$ cat src/rtl/decode_stage_pkg.sv
// Shared RV32I encodings, ALU op codes and the decoded-instruction record
// that the decode stage registers toward execute.
package decode_stage_pkg;

    localparam int ALU_OP_WIDTH = 4;

    localparam logic [6:0] OPC_LUI    = 7'b0110111;
    localparam logic [6:0] OPC_AUIPC  = 7'b0010111;
    localparam logic [6:0] OPC_JAL    = 7'b1101111;
    localparam logic [6:0] OPC_JALR   = 7'b1100111;
    localparam logic [6:0] OPC_BRANCH = 7'b1100011;
    localparam logic [6:0] OPC_LOAD   = 7'b0000011;
    localparam logic [6:0] OPC_STORE  = 7'b0100011;
    localparam logic [6:0] OPC_OPIMM  = 7'b0010011;
    localparam logic [6:0] OPC_OP     = 7'b0110011;
    localparam logic [6:0] OPC_FENCE  = 7'b0001111;
    localparam logic [6:0] OPC_SYSTEM = 7'b1110011;

    localparam logic [6:0] F7_ZERO = 7'b0000000;
    localparam logic [6:0] F7_ALT  = 7'b0100000;

    typedef enum logic [ALU_OP_WIDTH-1:0] {
        ALU_ADD, ALU_SUB, ALU_SLL, ALU_SLT, ALU_SLTU, ALU_XOR, ALU_SRL, ALU_SRA,
        ALU_OR,  ALU_AND, ALU_EQ,  ALU_NE,  ALU_LT,   ALU_GE,  ALU_LTU, ALU_GEU
    } alu_op_e;

    typedef struct packed {
        alu_op_e     alu_op;
        logic [31:0] op_a;
        logic [31:0] op_b;
        logic [31:0] rs2_data;
        logic [31:0] imm;
        logic [31:0] pc;
        logic [4:0]  rd_addr;
        logic        rd_we;
        logic        is_load;
        logic        is_store;
        logic        is_branch;
        logic        is_jump;
        logic        mem_signed;
        logic        compressed;
        logic        illegal;
        logic [1:0]  mem_size;
    } dec_t;

    function automatic logic [31:0] imm_i(input logic [31:0] ir);
        return {{20{ir[31]}}, ir[31:20]};
    endfunction

    function automatic logic [31:0] imm_s(input logic [31:0] ir);
        return {{20{ir[31]}}, ir[31:25], ir[11:7]};
    endfunction

    function automatic logic [31:0] imm_b(input logic [31:0] ir);
        return {{19{ir[31]}}, ir[31], ir[7], ir[30:25], ir[11:8], 1'b0};
    endfunction

    function automatic logic [31:0] imm_u(input logic [31:0] ir);
        return {ir[31:12], 12'b0};
    endfunction

    function automatic logic [31:0] imm_j(input logic [31:0] ir);
        return {{11{ir[31]}}, ir[31], ir[19:12], ir[20], ir[30:21], 1'b0};
    endfunction

    function automatic alu_op_e alu_from_f3(input logic [2:0] f3, input logic alt);
        case (f3)
            3'b000:  return alt ? ALU_SUB : ALU_ADD;
            3'b001:  return ALU_SLL;
            3'b010:  return ALU_SLT;
            3'b011:  return ALU_SLTU;
            3'b100:  return ALU_XOR;
            3'b101:  return alt ? ALU_SRA : ALU_SRL;
            3'b110:  return ALU_OR;
            default: return ALU_AND;
        endcase
    endfunction

endpackage

$ cat src/rtl/decode_stage_register_file.sv
// 31x32 integer register file: two async read ports with writeback bypass,
// one sync write port; x0 is hardwired to zero and has no storage.
module register_file (
    input  logic        clk,
    input  logic [4:0]  raddr_a_i,
    output logic [31:0] rdata_a_o,
    input  logic [4:0]  raddr_b_i,
    output logic [31:0] rdata_b_o,
    input  logic        we_i,
    input  logic [4:0]  waddr_i,
    input  logic [31:0] wdata_i
);

    logic [31:0] mem_q [1:31];

    always_ff @(posedge clk) begin
        if (we_i && waddr_i != 5'd0) begin
            mem_q[waddr_i] <= wdata_i;
        end
    end

    always_comb begin
        rdata_a_o = '0;
        if (raddr_a_i != 5'd0) begin
            rdata_a_o = (we_i && waddr_i == raddr_a_i) ? wdata_i : mem_q[raddr_a_i];
        end
    end

    always_comb begin
        rdata_b_o = '0;
        if (raddr_b_i != 5'd0) begin
            rdata_b_o = (we_i && waddr_i == raddr_b_i) ? wdata_i : mem_q[raddr_b_i];
        end
    end

endmodule

$ cat src/rtl/decode_stage.sv
// RV32I decode: register read, scoreboard hazard check, registered issue to execute.
// Latency: 1 cycle issue -> ex_valid_o; 1 instr/cycle without hazards.
// Backpressure: output register holds while ex_ready_i=0; retire_inst_o drops on stall/hazard/flush.
module decode_stage
    import decode_stage_pkg::*;
#(
    parameter logic [31:0] BOOT_ADDRESS = 32'h0
) (
    input  logic                    clk,
    input  logic                    rst_n,
    input  logic [31:0]             instr_i,
    input  logic [31:0]             instr_addr_i,
    input  logic                    instr_valid_i,
    input  logic                    compressed_inst_i,
    input  logic                    illegal_compressed_inst_i,
    output logic                    retire_inst_o,
    input  logic                    flush_i,
    output logic                    ex_valid_o,
    input  logic                    ex_ready_i,
    output logic [ALU_OP_WIDTH-1:0] alu_op_o,
    output logic [31:0]             operand_a_o,
    output logic [31:0]             operand_b_o,
    output logic [31:0]             rs2_data_o,
    output logic [31:0]             imm_o,
    output logic [31:0]             pc_o,
    output logic [4:0]              rd_addr_o,
    output logic                    rd_we_o,
    output logic                    is_load_o,
    output logic                    is_store_o,
    output logic                    is_branch_o,
    output logic                    is_jump_o,
    output logic                    mem_signed_o,
    output logic [1:0]              mem_size_o,
    output logic                    compressed_o,
    output logic                    illegal_inst_o,
    input  logic                    wb_we_i,
    input  logic [4:0]              wb_addr_i,
    input  logic [31:0]             wb_data_i
);

    logic [6:0]  opcode, funct7;
    logic [2:0]  funct3;
    logic [4:0]  rs1_addr, rs2_addr;
    logic [31:0] rs1_data, rs2_data, link;
    logic        use_rs1, use_rs2, known, hazard, issue;
    dec_t        dec, out_q, out_d;
    logic        ex_valid_q, ex_valid_d;
    logic [31:0] busy_q, busy_d, busy_set, busy_clr;

    assign opcode   = instr_i[6:0];
    assign funct3   = instr_i[14:12];
    assign funct7   = instr_i[31:25];
    assign rs1_addr = instr_i[19:15];
    assign rs2_addr = instr_i[24:20];
    assign link     = compressed_inst_i ? 32'd2 : 32'd4;

    register_file u_rf (
        .clk       (clk),
        .raddr_a_i (rs1_addr),
        .rdata_a_o (rs1_data),
        .raddr_b_i (rs2_addr),
        .rdata_b_o (rs2_data),
        .we_i      (wb_we_i),
        .waddr_i   (wb_addr_i),
        .wdata_i   (wb_data_i)
    );

    always_comb begin
        dec            = '0;
        dec.alu_op     = ALU_ADD;
        dec.pc         = instr_addr_i;
        dec.rd_addr    = instr_i[11:7];
        dec.compressed = compressed_inst_i;
        dec.rs2_data   = rs2_data;
        use_rs1        = 1'b0;
        use_rs2        = 1'b0;
        known          = 1'b1;
        case (opcode)
            OPC_LUI: begin
                dec.op_b = imm_u(instr_i); dec.imm = imm_u(instr_i); dec.rd_we = 1'b1;
            end
            OPC_AUIPC: begin
                dec.op_a = instr_addr_i; dec.op_b = imm_u(instr_i);
                dec.imm = imm_u(instr_i); dec.rd_we = 1'b1;
            end
            OPC_JAL: begin
                dec.op_a = instr_addr_i; dec.op_b = link; dec.imm = imm_j(instr_i);
                dec.is_jump = 1'b1; dec.rd_we = 1'b1;
            end
            OPC_JALR: begin
                // Execute forms the target from rs2_data_o (rs1 here) + imm.
                known = (funct3 == 3'b000); use_rs1 = 1'b1;
                dec.op_a = instr_addr_i; dec.op_b = link; dec.imm = imm_i(instr_i);
                dec.rs2_data = rs1_data; dec.is_jump = 1'b1; dec.rd_we = 1'b1;
            end
            OPC_BRANCH: begin
                use_rs1 = 1'b1; use_rs2 = 1'b1;
                dec.op_a = rs1_data; dec.op_b = rs2_data; dec.imm = imm_b(instr_i);
                dec.is_branch = 1'b1;
                case (funct3)
                    3'b000:  dec.alu_op = ALU_EQ;
                    3'b001:  dec.alu_op = ALU_NE;
                    3'b100:  dec.alu_op = ALU_LT;
                    3'b101:  dec.alu_op = ALU_GE;
                    3'b110:  dec.alu_op = ALU_LTU;
                    3'b111:  dec.alu_op = ALU_GEU;
                    default: known = 1'b0;
                endcase
            end
            OPC_LOAD: begin
                known = (funct3 != 3'b011) && (funct3 != 3'b110) && (funct3 != 3'b111);
                use_rs1 = 1'b1;
                dec.op_a = rs1_data; dec.op_b = imm_i(instr_i); dec.imm = imm_i(instr_i);
                dec.is_load = 1'b1; dec.rd_we = 1'b1;
                dec.mem_size = funct3[1:0]; dec.mem_signed = ~funct3[2];
            end
            OPC_STORE: begin
                known = !funct3[2] && (funct3[1:0] != 2'b11);
                use_rs1 = 1'b1; use_rs2 = 1'b1;
                dec.op_a = rs1_data; dec.op_b = imm_s(instr_i); dec.imm = imm_s(instr_i);
                dec.is_store = 1'b1; dec.mem_size = funct3[1:0];
            end
            OPC_OPIMM: begin
                known = (funct3 != 3'b001 && funct3 != 3'b101) || funct7 == F7_ZERO ||
                        (funct3 == 3'b101 && funct7 == F7_ALT);
                use_rs1 = 1'b1;
                dec.op_a = rs1_data; dec.op_b = imm_i(instr_i); dec.imm = imm_i(instr_i);
                dec.alu_op = alu_from_f3(funct3, funct3 == 3'b101 && funct7[5]);
                dec.rd_we = 1'b1;
            end
            OPC_OP: begin
                known = funct7 == F7_ZERO ||
                        (funct7 == F7_ALT && (funct3 == 3'b000 || funct3 == 3'b101));
                use_rs1 = 1'b1; use_rs2 = 1'b1;
                dec.op_a = rs1_data; dec.op_b = rs2_data;
                dec.alu_op = alu_from_f3(funct3, funct7[5]);
                dec.rd_we = 1'b1;
            end
            OPC_FENCE, OPC_SYSTEM: ;
            default: known = 1'b0;
        endcase
        if (!known || illegal_compressed_inst_i) begin
            dec.illegal   = 1'b1;
            dec.rd_we     = 1'b0;
            dec.is_load   = 1'b0;
            dec.is_store  = 1'b0;
            dec.is_branch = 1'b0;
            dec.is_jump   = 1'b0;
            use_rs1       = 1'b0;
            use_rs2       = 1'b0;
        end
        if (dec.rd_addr == 5'd0) dec.rd_we = 1'b0;
    end

    // A busy bit being released by this cycle's writeback is already safe thanks to the bypass.
    always_comb begin
        hazard = 1'b0;
        if (use_rs1 && rs1_addr != 5'd0 &&
            ((busy_q[rs1_addr] && !(wb_we_i && wb_addr_i == rs1_addr)) ||
             (ex_valid_q && out_q.rd_we && out_q.rd_addr == rs1_addr))) hazard = 1'b1;
        if (use_rs2 && rs2_addr != 5'd0 &&
            ((busy_q[rs2_addr] && !(wb_we_i && wb_addr_i == rs2_addr)) ||
             (ex_valid_q && out_q.rd_we && out_q.rd_addr == rs2_addr))) hazard = 1'b1;
    end

    assign issue         = instr_valid_i && !flush_i && !hazard && (!ex_valid_q || ex_ready_i);
    assign retire_inst_o = issue;

    always_comb begin
        out_d      = out_q;
        ex_valid_d = ex_valid_q;
        if (issue) begin
            out_d      = dec;
            ex_valid_d = 1'b1;
        end else if (ex_ready_i || flush_i) begin
            ex_valid_d = 1'b0;
        end
        busy_set = '0;
        busy_clr = '0;
        if (ex_valid_q && ex_ready_i && out_q.rd_we && !flush_i) busy_set[out_q.rd_addr] = 1'b1;
        if (wb_we_i) busy_clr[wb_addr_i] = 1'b1;
        busy_d    = (busy_q | busy_set) & ~busy_clr;
        busy_d[0] = 1'b0;
    end

    always_ff @(posedge clk or negedge rst_n) begin
        if (!rst_n) begin
            out_q      <= '0;
            out_q.pc   <= BOOT_ADDRESS;
            ex_valid_q <= 1'b0;
            busy_q     <= '0;
        end else begin
            out_q      <= out_d;
            ex_valid_q <= ex_valid_d;
            busy_q     <= busy_d;
        end
    end

    assign ex_valid_o     = ex_valid_q;
    assign alu_op_o       = out_q.alu_op;
    assign operand_a_o    = out_q.op_a;
    assign operand_b_o    = out_q.op_b;
    assign rs2_data_o     = out_q.rs2_data;
    assign imm_o          = out_q.imm;
    assign pc_o           = out_q.pc;
    assign rd_addr_o      = out_q.rd_addr;
    assign rd_we_o        = out_q.rd_we;
    assign is_load_o      = out_q.is_load;
    assign is_store_o     = out_q.is_store;
    assign is_branch_o    = out_q.is_branch;
    assign is_jump_o      = out_q.is_jump;
    assign mem_signed_o   = out_q.mem_signed;
    assign mem_size_o     = out_q.mem_size;
    assign compressed_o   = out_q.compressed;
    assign illegal_inst_o = out_q.illegal;

endmodule

$ cat config.mk
export PLATFORM = sky130hd
export DESIGN_NAME = decode_stage
export DESIGN_NICKNAME = d
export VERILOG_FILES = /design/src/rtl/decode_stage_pkg.sv /design/src/rtl/decode_stage_register_file.sv /design/src/rtl/decode_stage.sv
export SDC_FILE = /design/constraint.sdc
export NUM_CORES = 2
export LEC_CHECK = 0
export BUFFER_PORTS_ARGS = -buffer_cell sky130_fd_sc_hd__buf_4
export CAP_MARGIN = 10
export CORE_UTILIZATION = 40
export CTS_CLUSTER_DIAMETER = 40
export DETAILED_ROUTE_END_ITERATION = 16
export GPL_ROUTABILITY_DRIVEN = 0
export SLEW_MARGIN = 25
export SYNTH_ARGS = -nofsm -noshare
export SYNTH_HDL_FRONTEND = slang
export SYNTH_SLANG_ARGS = --single-unit
$ cat constraint.sdc
create_clock -name clk -period 2.5 [get_ports clk]
set_input_delay 0.125 -clock clk [delete_from_list [all_inputs] [get_ports clk]]
set_output_delay 0.125 -clock clk [all_outputs]
set_load 0.1 [all_outputs]
# ---- Word level (Yosys, flattened, before mapping)
# Memories as Yosys holds them, arrays and structs flattened.
# Cells that the tools add are included.
# W data, S select, Z words.
dict set report word_totals {
  input_bits 109
  reg_bits 211
  ram_bits 992
  wordCells 170
  mem_count 1
}
# memory depth width read_ports rd_ports_with_merged_regs write_ports line_no
set mem_list {}
lappend mem_list {u_rf.mem_q 31 32 2 0 1 decode_stage_register_file.sv:14} ;# logic [31:0] mem_q [1:31];
dict set report op_classes {
  bitwise_logic 4
  n_mux 49
  eq_ne 29
  reduce_logical 63
  n_lt_le_gt_ge 6
}
# operator n
set op_table {}
lappend op_table {{$pmux W32 S5} 2}
lappend op_table {{$mux W32} 7}
lappend op_table {{$pmux W32 S2} 1}
lappend op_table {{$pmux W4 S7} 2}
lappend op_table {{$and A32 B32 Y32} 1}
lappend op_table {{$not A32 Y32} 1}
lappend op_table {{$or A32 B32 Y32} 1}
lappend op_table {{$eq A7 B6 Y1 const B} 4}
lappend op_table {{$eq A7 B7 Y1 const B} 4}
lappend op_table {{$logic_and A1 B1 Y1} 27}
lappend op_table {{$mux W1} 27}
lappend op_table {{$lt A5 B6 Y1 const B} 4}
lappend op_table {{$pmux W4 S6} 1}
lappend op_table {{$eq A5 B5 Y1} 4}
lappend op_table {{$reduce_bool A5 Y1} 3}
lappend op_table {{$eq A7 B5 Y1 const B} 2}
lappend op_table {{$eq A3 B3 Y1 const B} 4}
lappend op_table {{$pmux W4 S3} 1}
lappend op_table {{$reduce_or A6 Y1} 2}
lappend op_table {{$bmux W1 S5} 2}
lappend op_table {{$demux W1 S5} 2}
lappend op_table {{$ge A5 B1 Y1 const B} 2}
lappend op_table {{$reduce_or A2 Y1} 5}
lappend op_table {{$reduce_or A5 Y1} 2}
lappend op_table {{21 further kinds} 40}

# ---- Depth between registers and ports, before layout
dict set report logic_depth {
  word_depth 16
  depth_mapped 14
}

# ---- By module
# From an unflattened synthesis, not the netlist that was laid out.
dict set report unflattened {
  cells_unflattened 3679
  hier_area_um2 58074.4
}
# mod seq_area_each_um2 n_inst cells_per_inst area_per_inst_um2
set by_module_without_submodules {}
lappend by_module_without_submodules {register_file 29788.6 1 2759 47200.3}
lappend by_module_without_submodules {decode_stage 5280.1 1 920 10874.2}

# ---- Least setup slack after synthesis
# Ideal clock, no wire load.
dict set report synth_timing {
  path_type {input to register}
  start {in wb_addr_i[2]}
  end {mem u_rf.mem_q[6][0] (enable)}
  path_buffers 1
  path_stages 4
  path_slack_ns -1.050
  t_arrival_ns 3.080
  setup_time_ns 0.470
  path_cell_list {buf_2 -> nor2b_1 -> nand3b_1 -> nor3b_1}
}
dict set report synth_between {
  elab_chain_len 4
}
# item line_no
set synth_rtl {}
lappend synth_rtl {{start, declared} decode_stage.sv:37} ;# input logic [4:0] wb_addr_i,
lappend synth_rtl {{$reduce_bool A5 Y1} decode_stage_register_file.sv:17} ;# if (we_i && waddr_i != 5'd0) begin
lappend synth_rtl {{$logic_and A1 B1 Y1} decode_stage_register_file.sv:17}
lappend synth_rtl {{$mux W1} decode_stage_register_file.sv:17}
lappend synth_rtl {{$mux W1 (not written as such)} decode_stage_register_file.sv:18} ;# mem_q[waddr_i] <= wdata_i;
lappend synth_rtl {{end, declared} decode_stage_register_file.sv:14}
# Parallel ways exist; a longest one is shown, timed or not.

# ---- Worst setup path after layout
dict set report layout_timing {
  start {reg busy_q[16]}
  end {out retire_inst_o}
}
dict set report layout_between {
  elab_chain_len 10
  word_cells_on_any_way 15
}
# item line_no
set layout_rtl {}
lappend layout_rtl {{start, declared} decode_stage.sv:48} ;# logic [31:0] busy_q, busy_d, busy_set, busy_clr;
lappend layout_rtl {{start signal, assigned} decode_stage.sv:195} ;# busy_q <= busy_d;
lappend layout_rtl {{$bmux W1 S5} decode_stage.sv:159} ;# ((busy_q[rs1_addr] && !(wb_we_i && wb_addr_i == rs1_addr)) ||
lappend layout_rtl {{$mux W1 (not written as such)} decode_stage.sv:159}
lappend layout_rtl {{$logic_and A1 B1 Y1} decode_stage.sv:159}
lappend layout_rtl {{$logic_or A1 B1 Y1} decode_stage.sv:159}
lappend layout_rtl {{$logic_and A1 B1 Y1} decode_stage.sv:158} ;# if (use_rs1 && rs1_addr != 5'd0 &&
lappend layout_rtl {{$mux W1} decode_stage.sv:158}
lappend layout_rtl {{$mux W1 (*)} decode_stage.sv:161} ;# if (use_rs2 && rs2_addr != 5'd0 &&
lappend layout_rtl {{$logic_not A1 Y1 (*)} decode_stage.sv:166} ;# assign issue = instr_valid_i && !flush_i && !hazard && (!ex_valid_q || ex_ready_i);
lappend layout_rtl {{$logic_and A1 B1 Y1 (*) (2 in a row)} decode_stage.sv:166}
lappend layout_rtl {{end, declared} decode_stage.sv:16} ;# output logic retire_inst_o,
# Every way passes the cells marked *; elsewhere a longest branch is shown, timed or not. The select of a mux whose other input is x is not followed.

==> results.md <==
* Seq/Total Area, Yosys at 0.6085
* Detailed-route via count at 40670
* Synth area leaders: edfxtp_1 (52%), mux4_2 (13%), dfrtp_1 (9.2%)
* Synthesized Nets at 3799
* Relative slew slack at 0.3349
* Leakage power of the design at 27.16 nW
* Diodes inserted at 0
* Outcome: finished with violations
* Final cell area excluding filler cells at 73340 um2
* Number of CTS-inserted buffers at 157
* Share of final-layout standard cells stronger than drive strength 1 at 0.3500
* Num ports at 290
* Count of input and output buffers at 289
* Post-layout utilization of the core at 0.5155
* Cell at the root of the clock tree: clkbuf_16
* Worst r2r path cells at 15
* Worst-case setup margin in the final layout at -0.5549 ns
* Congestion Overflow GR at 0
* Pins over their slew limit at 0
* Design Power at 55.13 mW
* Failing checks: negative setup slack
* Number of antenna violations at the first check in global routing at 9
* Global-route wire length before repair at 297000 um
* Endpoint kind of the worst setup timing path: primary output
* Worst EP arrival at 2.93 ns
* TritonCTS clock tree: built
* Share of the cycle needed by the critical path after routing at 1.222
* Min-Delay Path Depth at 5
* Core Footprint at 142300 um2
* Register bit total from synthesis at 1203
* Unique cell type count in the Yosys netlist at 78
* Post-layout min period at 3.055 ns
* Mean area per synthesized cell at 15.62 um2
* Overall die width at 381.6 um
* Vertical die dimension at 381.6 um
* Final-report setup violation count at 179
* Yosys warning total at 0
* Instance area at placement at 65990 um2
* Minimum setup slack after placement at -0.4982 ns
* Nature of the critical path startpoint: register
* Final WL at 209700 um
* Design internal power at 39.10 mW
* Biggest area consumer among synthesized cells: edfxtp_1
* Drt first-iter violations at 5322
* Net Sw Frac at 0.2908
* Overall die area at 145600 um2
* Clock sinks at 1203
* Via count of the first global-routing pass at 39940
* NumNets Final at 4593
* Avg WL per Cell at 32.23 um
* Final count of hold timing violations at 0
* Post-Synthesis Cell Area at 57630 um2
* Logic gate share of total power at 0.176
* CTS clk-pin slew, worst paths at 0.05 ns
* Highest clock frequency the design can meet at 327.3 MHz
* Least-Margin Pin Slew at 0.9900 ns
* Total number of placement rows at 138
* Via density at 6.249
* Commonest register cell after synthesis: edfxtp_1
* Seq pwr share at 0.412
* Accumulated negative setup slack at -65.55 ns
* Drt drc at 0
* Number of synthesized flops with an enable pin at 992
* Area delta synth->final at 27.26%
* Half-perimeter wire length of the detailed placement result at 134700 um
* Largest fanout on the critical path at 2
* Global-route total usage across every layer at 0.2845
* Type of the worst setup path: reg -> out
* Synth top area share at 0.5169
* Gate count after technology mapping at 3690
* Routed Antenna Nets at 0
* Net Sw Power at 16.03 mW
* Relative contribution of the clock network to total power at 0.412
* CTS H-Tree Depth at 4
* Required time of the critical path at 2.38 ns
* Setup repair after global routing missed its margin: yes
* Pwr per Cell Area at 751.6 nW/um2
* Detailed-router iteration count before antenna repair at 6
* Setup clock skew after layout at 0.02840 ns
* Post-synthesis async set-or-reset flop share at 0.1754
* Starting utilization of the core area at 0.4051
* Worst IR drop on VDD at 0.8861 mV
* Worst skew pair latency at 0.78 ns
* Largest net degree at the start of global routing at 75
* Hold WC Path Type: in -> reg
* Max-capacitance violation count at 0
* Longest Clk Path Bufs at 3
==> logic make-up after synthesis <==
family / count (synthesis) / synth area share
DFF: 1203 / 0.6085
xor gates and xnor gates: 20 / 0.003039
muxes: 799 / 0.2176
and+or+nand+nor: 541 / 0.04281
buffers and inverters: 315 / 0.03063
AOI/OAI and AO/OA: 812 / 0.09739
==> synthesized netlist by cell type (8+ instances only) <==
master,n
nor2b_1,47
buf_1,15
a21boi_0,19
mux2_2,64
buf_2,73
nor3b_1,8
a221o_1,29
mux2_1,36
a211oi_1,30
a221oi_1,114
nor2_1,171
o21bai_1,32
a222oi_1,18
inv_1,9
mux4_1,21
nor3_1,26
o22ai_1,28
nand3_1,14
mux4_2,326
clkbuf_1,128
a21oi_1,216
nand2_1,211
buf_4,44
a21o_1,32
xor2_1,10
o211ai_1,18
o21ai_0,114
o221ai_1,32
mux2i_1,352
a31oi_1,8
edfxtp_1,992
dfrtp_1,211
xnor2_1,10
o2bb2ai_1,16
buf_6,35
a22oi_1,55
and2_1,13
==> through the flow <==
| stage | hold slack, ns | instances |
|---|---|---|
| floorplan | -0.1706 | 3690 |
| global placement | 0.1239 | 6074 |
| detailed placement | 0.1185 | 6074 |
| CTS | 0.002916 | 6493 |
| global route | 0.05258 | 6507 |
| finish | 0.03742 | 6507 |
==> timing repair <==
action,in CTS,in global routing
hold buffers,98,0
resized for setup,98,34
setup endpoints to repair,165,179
pin swaps,6,3
gates cloned,9,3
endpoints found under the hold margin,1363,0
setup buffers,20,14
==> power by group through the flow <==
stage,clock network (mW),registers (mW),logic [mW]
3_5_place_dp,0,23.1,9.05
5_1_grt,23.7,22.8,10.0
3_3_place_gp,0,23.1,9.01
2_1_floorplan,0,25.8,2.95
4_1_cts,22.9,22.7,9.54
6_report,22.7,22.7,9.71
==> worst paths after layout <==
check                      slack [ns]         endpoint          from
max                             -0.55    retire_inst_o    busy_q[16]
min                              0.04        busy_q[4]  wb_addr_i[0]
max reg2reg                     -0.55  operand_a_o[22]    busy_q[16]
min reg2reg                      0.48         imm_o[1]      imm_o[1]
max in group asynchronous        1.60          pc_o[6]         rst_n
min in group asynchronous        0.56         pc_o[27]         rst_n
==> area by class of cell <==
type | instances | area, um2
clock buffers | 183 | 4237
clock inverters | 109 | 1037
fillers | 11640 | 68930
inverters | 13 | 55.05
multi-input cells | 2172 | 21420
flip-flops and latches | 1203 | 35090
well taps | 1890 | 2365
repair buffers | 937 | 9138
==> routing by layer <==
| metal | GRT usage | share of wire | up-vias | wire (um) |
|---|---|---|---|---|
| li1 | - | - | 16730 | - |
| met1 | 0.3751 | 0.39 | 20950 | 81280 |
| met2 | 0.4559 | 0.47 | 2487 | 98800 |
| met3 | 0.06381 | 0.099 | 489 | 20730 |
| met4 | 0.1147 | 0.042 | 12 | 8851 |
| met5 | 0 | 0.00032 | - | 68 |
==> worst max-delay path, stage by stage (launching register included) <==
cell and delay (ns):
dfrtp_1 0.38, buf_4 0.14, mux4_2 0.44, nor2b_1 0.14, a211o_1 0.26, a31oi_4 0.21
a32oi_4 0.19, inv_4 0.11, buf_12 0.12, buf_12 0.16
==> flip-flops by register name, indices dropped and copies added, names as in the netlist, 2 cells and up <==
signal	count
rs2_data_o	32
mem_size_o	2
operand_b_o	32
busy_q	31
pc_o	32
alu_op_o	4
imm_o	32
operand_a_o	32
rd_addr_o	5
u_rf.mem_q	992
==> cells in the final DEF (no fill, tap or decap), types with 20 or more instances in the layout <==
master and instances:
a211oi_1 28, a21o_1 32, a21oi_1 208, a221o_1 29
a221oi_1 110, a22oi_1 53, buf_12 120, buf_4 692
clkbuf_16 168, clkinv_1 23, clkinv_2 20, dfrtp_1 204
dlygate4sd3_1 97, edfxtp_1 992, inv_6 26, mux2_2 59
mux2_4 36, mux2i_1 352, mux4_1 20, mux4_2 327
nand2_1 210, nor2_1 140, nor2_4 29, nor2b_1 44
nor3_1 22, o21ai_0 96, o21ai_1 23, o21bai_1 32
o221ai_1 32, o22ai_1 28
Power figures use the tool's default switching activity.
